===== config.mk =====
export PLATFORM = sky130hd
export DESIGN_NAME = comp_track_nb
export DESIGN_NICKNAME = d
export VERILOG_FILES = /design/src/rtl/comp_track_nb.sv
export SDC_FILE = /design/constraint.sdc
export NUM_CORES = 1
export LEC_CHECK = 0
export BUFFER_PORTS_ARGS = -buffer_cell sky130_fd_sc_hd__clkbuf_2
export CAP_MARGIN = 20
export CORE_MARGIN = 2
export CORE_UTILIZATION = 53
export CTS_CLUSTER_SIZE = 14
export DETAILED_ROUTE_END_ITERATION = 16
export MAX_ROUTING_LAYER = met4
export PLACE_DENSITY = 0.76
export SKIP_LAST_GASP = 1
export SYNTH_ARGS = -nofsm -noshare
export SYNTH_HDL_FRONTEND = slang
export SYNTH_SLANG_ARGS = --single-unit

===== constraint.sdc =====
create_clock -name clk -period 2.3 [get_ports clk]
set_input_delay 0.46 -clock clk [delete_from_list [all_inputs] [get_ports clk]]
set_output_delay 0.46 -clock clk [all_outputs]
set_load 0.01 [all_outputs]

===== src/rtl/comp_track_nb.sv =====
// Streaming comparator with registered eq/lt/gt flags and running min/max/count tracker.
// Optional COMP_STREAK_EN adds a saturating count of consecutive greater-than samples.
module comp_track_nb #(
  parameter int N     = 8,
  parameter int CNT_W = 16
) (
  input  logic             clk,
  input  logic             reset,
  input  logic             clr,
  input  logic             in_valid,
  input  logic [N-1:0]     in_data,
  input  logic [N-1:0]     ref_val,
  input  logic             signed_mode,
  output logic             out_valid,
  output logic             eq,
  output logic             lt,
  output logic             gt,
  output logic             stat_valid,
  output logic [N-1:0]     min_val,
  output logic [N-1:0]     max_val,
`ifdef COMP_STREAK_EN
  output logic [CNT_W-1:0] gt_streak,
`endif
  output logic [CNT_W-1:0] sample_cnt
);

  typedef enum logic [1:0] {EMPTY, TRACK, SAT} state_t;

  localparam logic [CNT_W-1:0] CNT_MAX = '1;
  localparam logic [CNT_W-1:0] CNT_ONE = CNT_W'(1);

  state_t state, state_nxt;

  // Flipping the sign bit maps two's complement order onto unsigned order.
  function automatic logic less(input logic [N-1:0] a, input logic [N-1:0] b, input logic sm);
    logic [N-1:0] ab;
    logic [N-1:0] bb;
    ab = a;
    bb = b;
    if (sm) begin
      ab[N-1] = ~a[N-1];
      bb[N-1] = ~b[N-1];
    end
    return ab < bb;
  endfunction

  logic smp_lt_ref, smp_gt_ref, smp_lt_min, smp_gt_max;
  assign smp_lt_ref = less(in_data, ref_val, signed_mode);
  assign smp_gt_ref = less(ref_val, in_data, signed_mode);
  assign smp_lt_min = less(in_data, min_val, signed_mode);
  assign smp_gt_max = less(max_val, in_data, signed_mode);

  always_ff @(posedge clk or posedge reset) begin
    if (reset) begin
      out_valid <= 1'b0;
      eq        <= 1'b0;
      lt        <= 1'b0;
      gt        <= 1'b0;
    end else begin
      out_valid <= in_valid;
      if (in_valid) begin
        eq <= (in_data == ref_val);
        lt <= smp_lt_ref;
        gt <= smp_gt_ref;
      end
    end
  end

  always_ff @(posedge clk or posedge reset) begin
    if (reset) state <= EMPTY;
    else       state <= state_nxt;
  end

  always_comb begin
    state_nxt = state;
    if (clr) begin
      state_nxt = EMPTY;
    end else if (in_valid) begin
      case (state)
        EMPTY:   state_nxt = (CNT_ONE == CNT_MAX) ? SAT : TRACK;
        TRACK:   if (sample_cnt == CNT_MAX - CNT_ONE) state_nxt = SAT;
        SAT:     state_nxt = SAT;
        default: state_nxt = EMPTY;
      endcase
    end
  end

  always_comb begin
    stat_valid = (state != EMPTY);
  end

  always_ff @(posedge clk or posedge reset) begin
    if (reset) begin
      min_val    <= '0;
      max_val    <= '0;
      sample_cnt <= '0;
    end else if (clr) begin
      min_val    <= '0;
      max_val    <= '0;
      sample_cnt <= '0;
    end else if (in_valid) begin
      if (state == EMPTY) begin
        min_val    <= in_data;
        max_val    <= in_data;
        sample_cnt <= CNT_ONE;
      end else begin
        if (smp_lt_min) min_val <= in_data;
        if (smp_gt_max) max_val <= in_data;
        if (state == TRACK) sample_cnt <= sample_cnt + CNT_ONE;
      end
    end
  end

`ifdef COMP_STREAK_EN
  always_ff @(posedge clk or posedge reset) begin
    if (reset) begin
      gt_streak <= '0;
    end else if (clr) begin
      gt_streak <= '0;
    end else if (in_valid) begin
      if (!smp_gt_ref)              gt_streak <= '0;
      else if (gt_streak != CNT_MAX) gt_streak <= gt_streak + CNT_ONE;
    end
  end
`endif

endmodule


=== Yosys cells after proc, flatten, opt, wreduce, memory -nomap -nowiden ===
Index checks and enable logic that the tools add are counted.

* Register bits: 38
* Input bits: 21

* $add $sub $neg: 1
* $lt $le $gt $ge: 4
* Equal/unequal tests: 5
* Muxes and demuxes: 20
* Bitwise gates (word level): 4
* Reductions and logical operators: 10

{| class="wikitable"
|+ Operators by type and width
! kind !! count
|-
| two-way mux 16 bit || 4
|-
| two-way mux 8 bit || 8
|-
| less-than comparator 8 bit || 4
|-
| adder 16 x 1 -> 16 bit (second input constant) || 1
|-
| equality test 16 bit (second input constant) || 1
|-
| nonzero test 3 bit || 3
|-
| equality test 8 bit || 1
|-
| AND reduction 2 bit || 4
|-
| two-way mux 2 bit || 3
|-
| one-hot mux 2 bit (3 select lines) || 1
|-
| two-way mux 1 bit || 4
|-
| NOT 1 bit || 4
|-
| nonzero test 2 bit || 2
|-
| inequality test 3 bit (second input constant) || 1
|-
| equality test 2 x 1 -> 1 bit (second input constant) || 1
|-
| equality test 2 bit (second input constant) || 1
|-
| zero test 2 bit || 1
|}

=== Longest topological paths before layout ===
Gate-level depths: netlist (run 1).

* Word-level depth: 7
* Depth in mapped cells: 7
* Gate-level depth less buffers: 7

=== Least setup slack after synthesis (run 1) ===
OpenSTA, ideal clock, no wires.

* Kind: input-to-reg
* From: input in_data[1]
* To: register max_val[7]
* Library setup time: 122 ps
* Arrival time: 1,827 ps
* Slack: 351 ps
* Cell stages on the path: 6
* Buffers on the path: 0
* Cell sequence: inv_1 > ha_1 > a2111oi_0 > o21ai_1 > a31o_2 > a32o_1

* Cells in the longest elaborated chain, start to end: 3

{| class="wikitable"
|+ RTL lines
! what !! RTL line !! RTL
|-
| from (decl) || 11 || <nowiki>input logic [N-1:0] in_data,</nowiki>
|-
| less-than comparator 8 bit || 44 || <nowiki>return ab < bb;</nowiki>
|-
| nonzero test 3 bit (no source line) || n/a ||
|-
| AND reduction 2 bit (no source line) || n/a ||
|-
| to (signal assigned) || 104 || <nowiki>max_val <= in_data;</nowiki>
|-
| to (signal assigned) || 108 || <nowiki>if (smp_gt_max) max_val <= in_data;</nowiki>
|-
| to (decl) || 20 || <nowiki>output logic [N-1:0] max_val,</nowiki>
|}

Every way passes these cells.
A chain may end at the register's enable or synchronous reset.

=== Worst setup path in the final report (run 1) ===
* From: register max_val[1]
* To: register max_val[5]

* Cells in the longest elaborated chain, start to end: 3

{| class="wikitable"
|+ RTL lines
! what !! RTL line
|-
| less-than comparator 8 bit || 44
|-
| nonzero test 3 bit (no source line) || n/a
|-
| AND reduction 2 bit (no source line) || n/a
|}

Every way passes these cells.

==> impl_metrics.py, run 1 <==
metrics = {
    "layout": {
        "final_core_util_pct": 65.2,
        "n_antenna_cell": 0,
        "final_common_cell": "clkbuf_2",
        "final_cell_area_mm2": 0.00282,
        "final_cell_mix": "clkbuf_2 (57), dfrtp_1 (38), inv_1 (24), ha_1 (24), nor2_1 (18)",
        "fin_cells": 343,
        "drive_gt1_share_pct": 27.5,
        "area_growth_pct": 19.8,
        "final_net_count": 335,
    },
    "timing": {
        "setup_viol": 0,
        "finalCritPeriodShare_pct": 88.4,
        "period_needed_ns": 2.03,
        "relSlewSlack_pct": 64.2,
        "tightest_slew_ns": 0.535,
        "rsz0062_at_grt": "no",
        "skew_ns": 0.00556,
        "max_freq_ghz": 0.492,
        "slew_viol_final": 0,
        "layout_setup_ws_ns": 0.267,
        "whs_ns": 0.261,
        "finalHoldViolCount": 0,
        "tns_ns": 0,
    },
    "clocking": {
        "holdBufCountCts": 0,
        "clkLatencyLatePin_ns": 0.29,
        "cts_resized": 0,
        "post_cts_buffers": 0,
        "cts_tree": "done",
        "cts.reportedPaths.clkPinSlew_ns": 0.07,
        "cts_root_buffer": "clkbuf_8",
        "htree_levels": 2,
        "numCtsBuffers": 5,
        "cts_num_sinks": 38,
        "clock_path_buffers": 2,
    },
    "setup_path": {
        "critPathArrivalTime_ns": 2.21,
        "required_ns": 2.48,
        "cp_max_fo": 8,
        "r2r-start": "max_val[1]",
        "startpoint_type": "flop",
        "r2r-end": "max_val[5]",
        "endpoint_kind": "flop",
        "r2r_cells": 5,
        "path_class": "flop to flop",
        "rrSetupSlack_ns": 0.27,
    },
    "power": {
        "power.leakage_nw": 1.40,
        "combPwrFrac_pct": 22.5,
        "power.density_mw_per_mm2": 595,
        "peakVddDrop_v": 0.000422,
        "internal_power_mw": 1.19,
        "power_frac_seq_pct": 44.3,
        "power_frac_clock_pct": 33.2,
        "switching_power_mw": 0.483,
        "total_power_mw": 1.68,
        "p_sw_share_pct": 28.8,
    },
    "place": {
        "routabilityCongestion": 0.821,
        "placed_area_mm2": 0.00271,
        "hpwlAfterDp_um": 3750,
        "pre_cts_ws_ns": -0.0448,
        "portBuffers": 57,
        "place_inst": 335,
    },
    "routing": {
        "first_pass_iters": 4,
        "antenna_left": 0,
        "routedWlPerCell_um": 14.2,
        "vias_per_cell": 5.65,
        "routed-via-count": 1939,
        "wl_um": 4860,
        "drtIter0Drc": 48,
        "drc": 0,
    },
    "synthesis": {
        "synth-seq-cells": 38,
        "postSynthAreaPerCell_um2": 10.4,
        "synthArstFlopShare_pct": 100,
        "yosysWarnings": 0,
        "synth-edff-count": 0,
        "synth_area_mm2": 0.00235,
        "synth_ff_type": "dfrtp_1",
        "ys_seq_area_share_pct": 40.4,
        "netlist_instances": 227,
        "yosysUniqueCellTypes": 48,
        "synth_nets": 272,
    },
    "floorplan": {
        "start_util_pct": 54.4,
        "die_y_um": 70.6,
        "die-area_mm2": 0.00499,
        "coreArea_mm2": 0.00432,
        "ios": 58,
        "rows": 24,
        "die_w_um": 70.6,
    },
    "hold_path": {
        "hold_class": "primary input to asynchronous set/reset pin",
    },
    "global_routing": {
        "antenna_found_initial": 0,
        "grt_pass1_vias": 1861,
        "grt_max_degree": 39,
        "gr-usage-all-layers_pct": 21.1,
        "overflow": 0,
        "grt_pass1_wl_um": 8290,
    },
    "status": {
        "status": "finished clean",
    },
    "flow_run": {
        "drv_cap": 0,
    },
}
[cell usage after synthesis, drive strengths merged, types with 3 or more instances]
cell type	count	area share [%]
and3	5	1.3
a221oi	3	2.6
o21ai	10	2.3
clkbuf	3	0.53
a21oi	10	2.1
nand2	13	2.1
and4	3	1.2
xnor2	8	3.0
nand3	3	0.64
inv	24	3.8
a32o	17	7.2
ha	24	13
a2111oi	3	1.6
buf	4	0.96
nor2	18	2.9
a21o	3	0.96
xor2	7	2.6
dfrtp	38	40
[cell type report]
class                   instances  area (µm²)
clock inverters                 1        30.0
clock buffers                   7        76.3
flip-flops and latches         38         951
fillers                       366        1500
multi-input cells             158        1280
well taps                      52        65.1
inverters                      24        90.1
repair buffers                 63         330
[kinds of logic after synthesis]
group           after synthesis  share of synthesized area [%]
simple gates                 55                           12.6
flops                        38                           40.4
compound gates               63                           22.9
mux                           1                          0.478
buf+inv                      31                           5.32
xor+xnor                     15                           5.58
fa+ha+maj                    24                           12.8
[metal layers]
layer | part of all wire (%) | global-route usage, %
met1 | 47 | 28.4
met2 | 47 | 32.4
met3 | 3.8 | 4.56
met4 | 1.6 | 6.50
met5 | 0 | -
[flip-flops by register name (all words and copies together) (netlist names)]
signal      count
gt              1
out_valid       1
state           2
min_val         8
eq              1
sample_cnt     16
lt              1
max_val         8
[worst max-delay path: stages (launching register included)]
cell       delay [ns]
dfrtp_1          0.40
ha_1             0.27
a2111oi_0        0.43
o21ai_1          0.21
a31o_2           0.33
a32o_1           0.28
[worst max path at each step]
stage | to | start | slack [ns]
3_5_place_dp | max_val[0] | in_data[1] | -0.04
2_1_floorplan | max_val[7] | in_data[1] | 0.35
3_3_place_gp | max_val[1] | in_data[1] | 0.07
5_1_grt | sample_cnt[13] | state[1] | 0.14
4_1_cts | max_val[5] | max_val[1] | 0.25
6_report | max_val[5] | max_val[1] | 0.27
[power by group through the flow]
stage | Clock [mW] | Sequential, mW | Combinational (mW)
3_5_place_dp | 0 | 0.757 | 0.379
5_1_grt | 0.603 | 0.750 | 0.423
3_3_place_gp | 0 | 0.756 | 0.371
6_report | 0.557 | 0.743 | 0.377
2_1_floorplan | 0 | 0.770 | 0.236
4_1_cts | 0.576 | 0.743 | 0.382
Power figures use the tool's default switching activity.
==> inputs of run 2 (changes only) <==
- PLACE_DENSITY: 0.76 -> 0.83
==> impl_metrics.py, run 2 (same netlist as run 1, synthesis figures left out) <==
metrics = {
    "clocking": {
        "post_cts_buffers": 0,
        "cts_resized": 0,
        "cts.reportedPaths.clkPinSlew_ns": 0.08,
        "clkLatencyLatePin_ns": 0.29,
        "cts_tree": "done",
        "cts_num_sinks": 38,
        "numCtsBuffers": 5,
        "clock_path_buffers": 2,
        "htree_levels": 2,
        "holdBufCountCts": 0,
        "cts_root_buffer": "clkbuf_8",
    },
    "routing": {
        "routedWlPerCell_um": 15.0,
        "drtIter0Drc": 96,
        "routed-via-count": 1975,
        "wl_um": 5150,
        "drc": 0,
        "vias_per_cell": 5.76,
        "antenna_left": 0,
        "first_pass_iters": 4,
    },
    "place": {
        "routabilityCongestion": 0.813,
        "placed_area_mm2": 0.00271,
        "portBuffers": 57,
        "hpwlAfterDp_um": 3850,
    },
    "layout": {
        "regMostFlops": "sample_cnt",
        "area_growth_pct": 19.4,
        "n_antenna_cell": 0,
        "final_common_cell": "clkbuf_2",
        "largest_reg_flops": 16,
        "drive_gt1_share_pct": 28.2,
        "final_core_util_pct": 65.0,
        "final_cell_mix": "clkbuf_2 (57), dfrtp_1 (38), inv_1 (24), ha_1 (24), nor2_1 (18)",
        "final_cell_area_mm2": 0.00281,
        "reg.largest.list": "sample_cnt: 16 flops, max_val: 8 flops, min_val: 8 flops",
        "final_net_count": 335,
    },
    "power": {
        "peakVddDrop_v": 0.000394,
        "power.density_mw_per_mm2": 573,
        "power.leakage_nw": 1.39,
    },
    "floorplan": {
        "die_w_um": 70.6,
        "rows": 24,
        "coreArea_mm2": 0.00432,
        "die-area_mm2": 0.00499,
        "ios": 58,
        "die_y_um": 70.6,
        "start_util_pct": 54.4,
    },
    "hold_path": {
        "hold_class": "primary input to asynchronous set/reset pin",
    },
    "timing": {
        "relSlewSlack_pct": 65.1,
        "tns_ns": 0,
        "whs_ns": 0.262,
        "slew_viol_final": 0,
        "period_needed_ns": 2.00,
        "setup_viol": 0,
        "rsz0062_at_grt": "no",
        "finalCritPeriodShare_pct": 86.9,
        "max_freq_ghz": 0.500,
        "finalHoldViolCount": 0,
        "skew_ns": 0.00495,
        "tightest_slew_ns": 0.523,
    },
    "setup_path": {
        "startpoint_type": "flop",
        "required_ns": 2.48,
        "endpoint_kind": "flop",
        "cp_cell_sequence": "inv_1 > ha_1 > o21ai_2 > a2111oi_2 > nand3_1 > xor2_1 > nor2_1",
        "max_stage_delay_ns": 0.57,
        "cp_max_fo": 5,
        "path_class": "flop to flop",
        "cp_slowest_cell": "a2111oi_2",
        "critPathArrivalTime_ns": 2.17,
    },
    "global_routing": {
        "grt_pass1_wl_um": 8680,
        "gr-usage-all-layers_pct": 22.2,
        "grt_max_degree": 39,
        "grt_pass1_vias": 1903,
        "antenna_found_initial": 0,
        "overflow": 0,
    },
    "status": {
        "status": "finished clean",
    },
    "flow_run": {
        "drv_cap": 0,
    },
}
run 2: through the flow:
stage,power (mW),setup slack [ns],std cells
6_report,1.61,0.300,343
2_1_floorplan,1.01,0.351,227
5_1_grt,1.70,0.135,343
4_1_cts,1.62,0.306,343
3_5_place_dp,1.14,0.0413,335
3_3_place_gp,1.12,0.0905,335
run 2: worst paths after layout:
kind | startpoint | end | slack [ns] | cells past startpoint
max | state[1] | sample_cnt[13] | 0.30 | 7
min | reset | min_val[7] | 0.26 | 3
max reg2reg | state[1] | sample_cnt[13] | 0.30 | 7
min reg2reg | gt | gt | 0.51 | 2
max in group asynchronous | reset | max_val[6] | 1.71 | 3
min in group clk | in_valid | out_valid | 0.40 | 1
run 2: layout make-up:
class,instances,area [µm²]
inverters,24,90.1
clock inverters,2,12.5
flip-flops and latches,38,951
well taps,52,65.1
clock buffers,6,82.6
fillers,354,1520
repair buffers,63,330
multi-input cells,158,1280
run 2: power breakdown:
group / internal [mW] / switching (mW)
sequential: 0.709 / 0.0373
clock: 0.241 / 0.240
combinational: 0.161 / 0.221
run 2: worst max-delay path: cells and delay by family, from the launching register on:
family	cells	cell delay, ns
buf+inv	1	0.12
fa+ha+maj	1	0.26
simple gates	2	0.23
compound gates	2	0.69
flops	1	0.40
xor+xnor	1	0.18
run 2: metal layers:
layer | part of all wire [%] | GRT usage, %
met5 | 0 | -
met4 | 1.1 | 5.24
met3 | 4.6 | 4.27
met2 | 47 | 35.1
met1 | 47 | 29.8
==> inputs of run 3 (changes only) <==
- CORE_UTILIZATION: 53 -> 48
- PLACE_DENSITY: 0.83 -> 0.8
- clock period: 2.3 -> 1.79 ns (I/O delays scaled with it)
==> impl_metrics.py, run 3 (same netlist as run 1, synthesis figures left out) <==
metrics = {
    "status": {
        "status": "finished with violations",
        "violations": "setup timing",
    },
    "timing": {
        "period_needed_ns": 1.84,
        "layout_setup_ws_ns": -0.0453,
        "rsz0062_at_grt": "yes",
        "max_freq_ghz": 0.545,
        "relSlewSlack_pct": 67.0,
        "setup_viol": 10,
        "finalCritPeriodShare_pct": 103,
        "finalHoldViolCount": 0,
        "slew_viol_final": 0,
        "tightest_slew_ns": 0.495,
        "skew_ns": 0.00796,
    },
    "floorplan": {
        "die_y_um": 74.0,
        "die-area_mm2": 0.00548,
        "rows": 25,
        "ios": 58,
        "coreArea_mm2": 0.00472,
        "die_w_um": 74.0,
        "start_util_pct": 49.8,
    },
    "layout": {
        "final_common_cell": "clkbuf_2",
        "final_cell_mix": "clkbuf_2 (57), buf_4 (45), dfrtp_1 (38)",
        "drive_gt1_share_pct": 41.7,
        "regMostFlops": "sample_cnt",
        "final_cell_area_mm2": 0.00330,
        "area_growth_pct": 40.2,
        "largest_reg_flops": 16,
        "n_antenna_cell": 0,
        "final_net_count": 375,
        "reg.largest.list": "sample_cnt: 16 flops, max_val: 8 flops, min_val: 8 flops",
    },
    "place": {
        "hpwlAfterDp_um": 4280,
        "portBuffers": 57,
        "routabilityCongestion": 0.900,
        "placed_area_mm2": 0.00301,
    },
    "setup_path": {
        "path_class": "flop to flop",
        "startpoint_type": "flop",
        "r2r-start": "max_val[1]",
        "required_ns": 2.02,
        "critPathArrivalTime_ns": 2.06,
        "worstSetupStartpoint": "max_val[1]",
        "r2r_cells": 6,
        "r2r-end": "max_val[0]",
        "cp_max_fo": 5,
        "endpoint_kind": "flop",
        "rrSetupSlack_ns": -0.05,
    },
    "routing": {
        "wl_um": 6220,
        "first_pass_iters": 4,
        "routed-via-count": 2176,
        "routedWlPerCell_um": 15.6,
        "drc": 0,
        "vias_per_cell": 5.47,
        "antenna_left": 0,
        "drtIter0Drc": 122,
    },
    "global_routing": {
        "grt_pass1_wl_um": 10100,
        "grt_pass1_vias": 2063,
        "gr-usage-all-layers_pct": 25.2,
        "antenna_found_initial": 0,
        "grt_max_degree": 39,
        "overflow": 0,
    },
    "clocking": {
        "clkLatencyLatePin_ns": 0.30,
        "cts.reportedPaths.clkPinSlew_ns": 0.08,
        "numCtsBuffers": 5,
        "clock_path_buffers": 2,
        "cts_root_buffer": "clkbuf_8",
        "htree_levels": 2,
        "cts_tree": "done",
        "cts_num_sinks": 38,
        "holdBufCountCts": 0,
    },
    "power": {
        "peakVddDrop_v": 0.000510,
        "power.leakage_nw": 1.62,
        "total_power_mw": 2.28,
        "power.density_mw_per_mm2": 690,
    },
    "flow_run": {
        "drv_cap": 0,
    },
    "hold_path": {
        "hold_class": "primary input to asynchronous set/reset pin",
    },
}
-- run 3: worst max-delay path, stage by stage (launching register included) --
cell	delay, ns
dfrtp_1	0.42
ha_4	0.24
a2111oi_4	0.37
o21ai_2	0.15
a221oi_4	0.29
buf_4	0.18
a32o_1	0.12
-- run 3: power by group --
group | switching (mW) | internal (mW)
sequential | 0.0457 | 0.911
combinational | 0.361 | 0.330
clock | 0.318 | 0.311
-- run 3: worst max-delay path by stage --
stage	to	slack, ns	cells after the start
after CTS	max_val[0]	-0.02	6
after global routing	max_val[4]	-0.12	6
after detailed placement	max_val[4]	-0.28	7
final	max_val[0]	-0.05	6
after floorplan	min_val[7]	0.01	6
after global placement	max_val[2]	-0.21	7
-- run 3: layer usage --
metal,track usage (%),routed length (µm)
met3,4.74,273
met4,9.29,115
met2,39.8,3090
met1,32.2,2740
met5,-,0
-- run 3: layout make-up --
type | count | area [µm²]
Clock buffer | 7 | 86.3
Fill cell | 337 | 1420
Sequential cell | 38 | 951
Multi-Input combinational cell | 158 | 1450
Timing Repair Buffer | 103 | 634
Tap cell | 67 | 83.8
Clock inverter | 1 | 5.00
Inverter | 24 | 90.1
-- run 3: timing repair --
item | in CTS | in global routing
endpoints found under the setup margin | 19 | 27
gates resized for setup | 13 | 13
pin swaps | 2 | 11
setup buffers | 3 | 1
-- run 3: metrics by stage --
stage	utilization (%)	setup slack, ns	hold slack, ns	cells	setup TNS [ns]
after global routing	69.9	-0.117	0.202	398	-1.66
after detailed placement	63.7	-0.284	0.483	386	-3.90
after floorplan	-	0.0124	0.389	227	0
final	69.9	-0.0453	0.153	398	-0.278
after global placement	63.7	-0.211	0.482	386	-3.01
after CTS	68.0	-0.0199	0.168	397	-0.0875
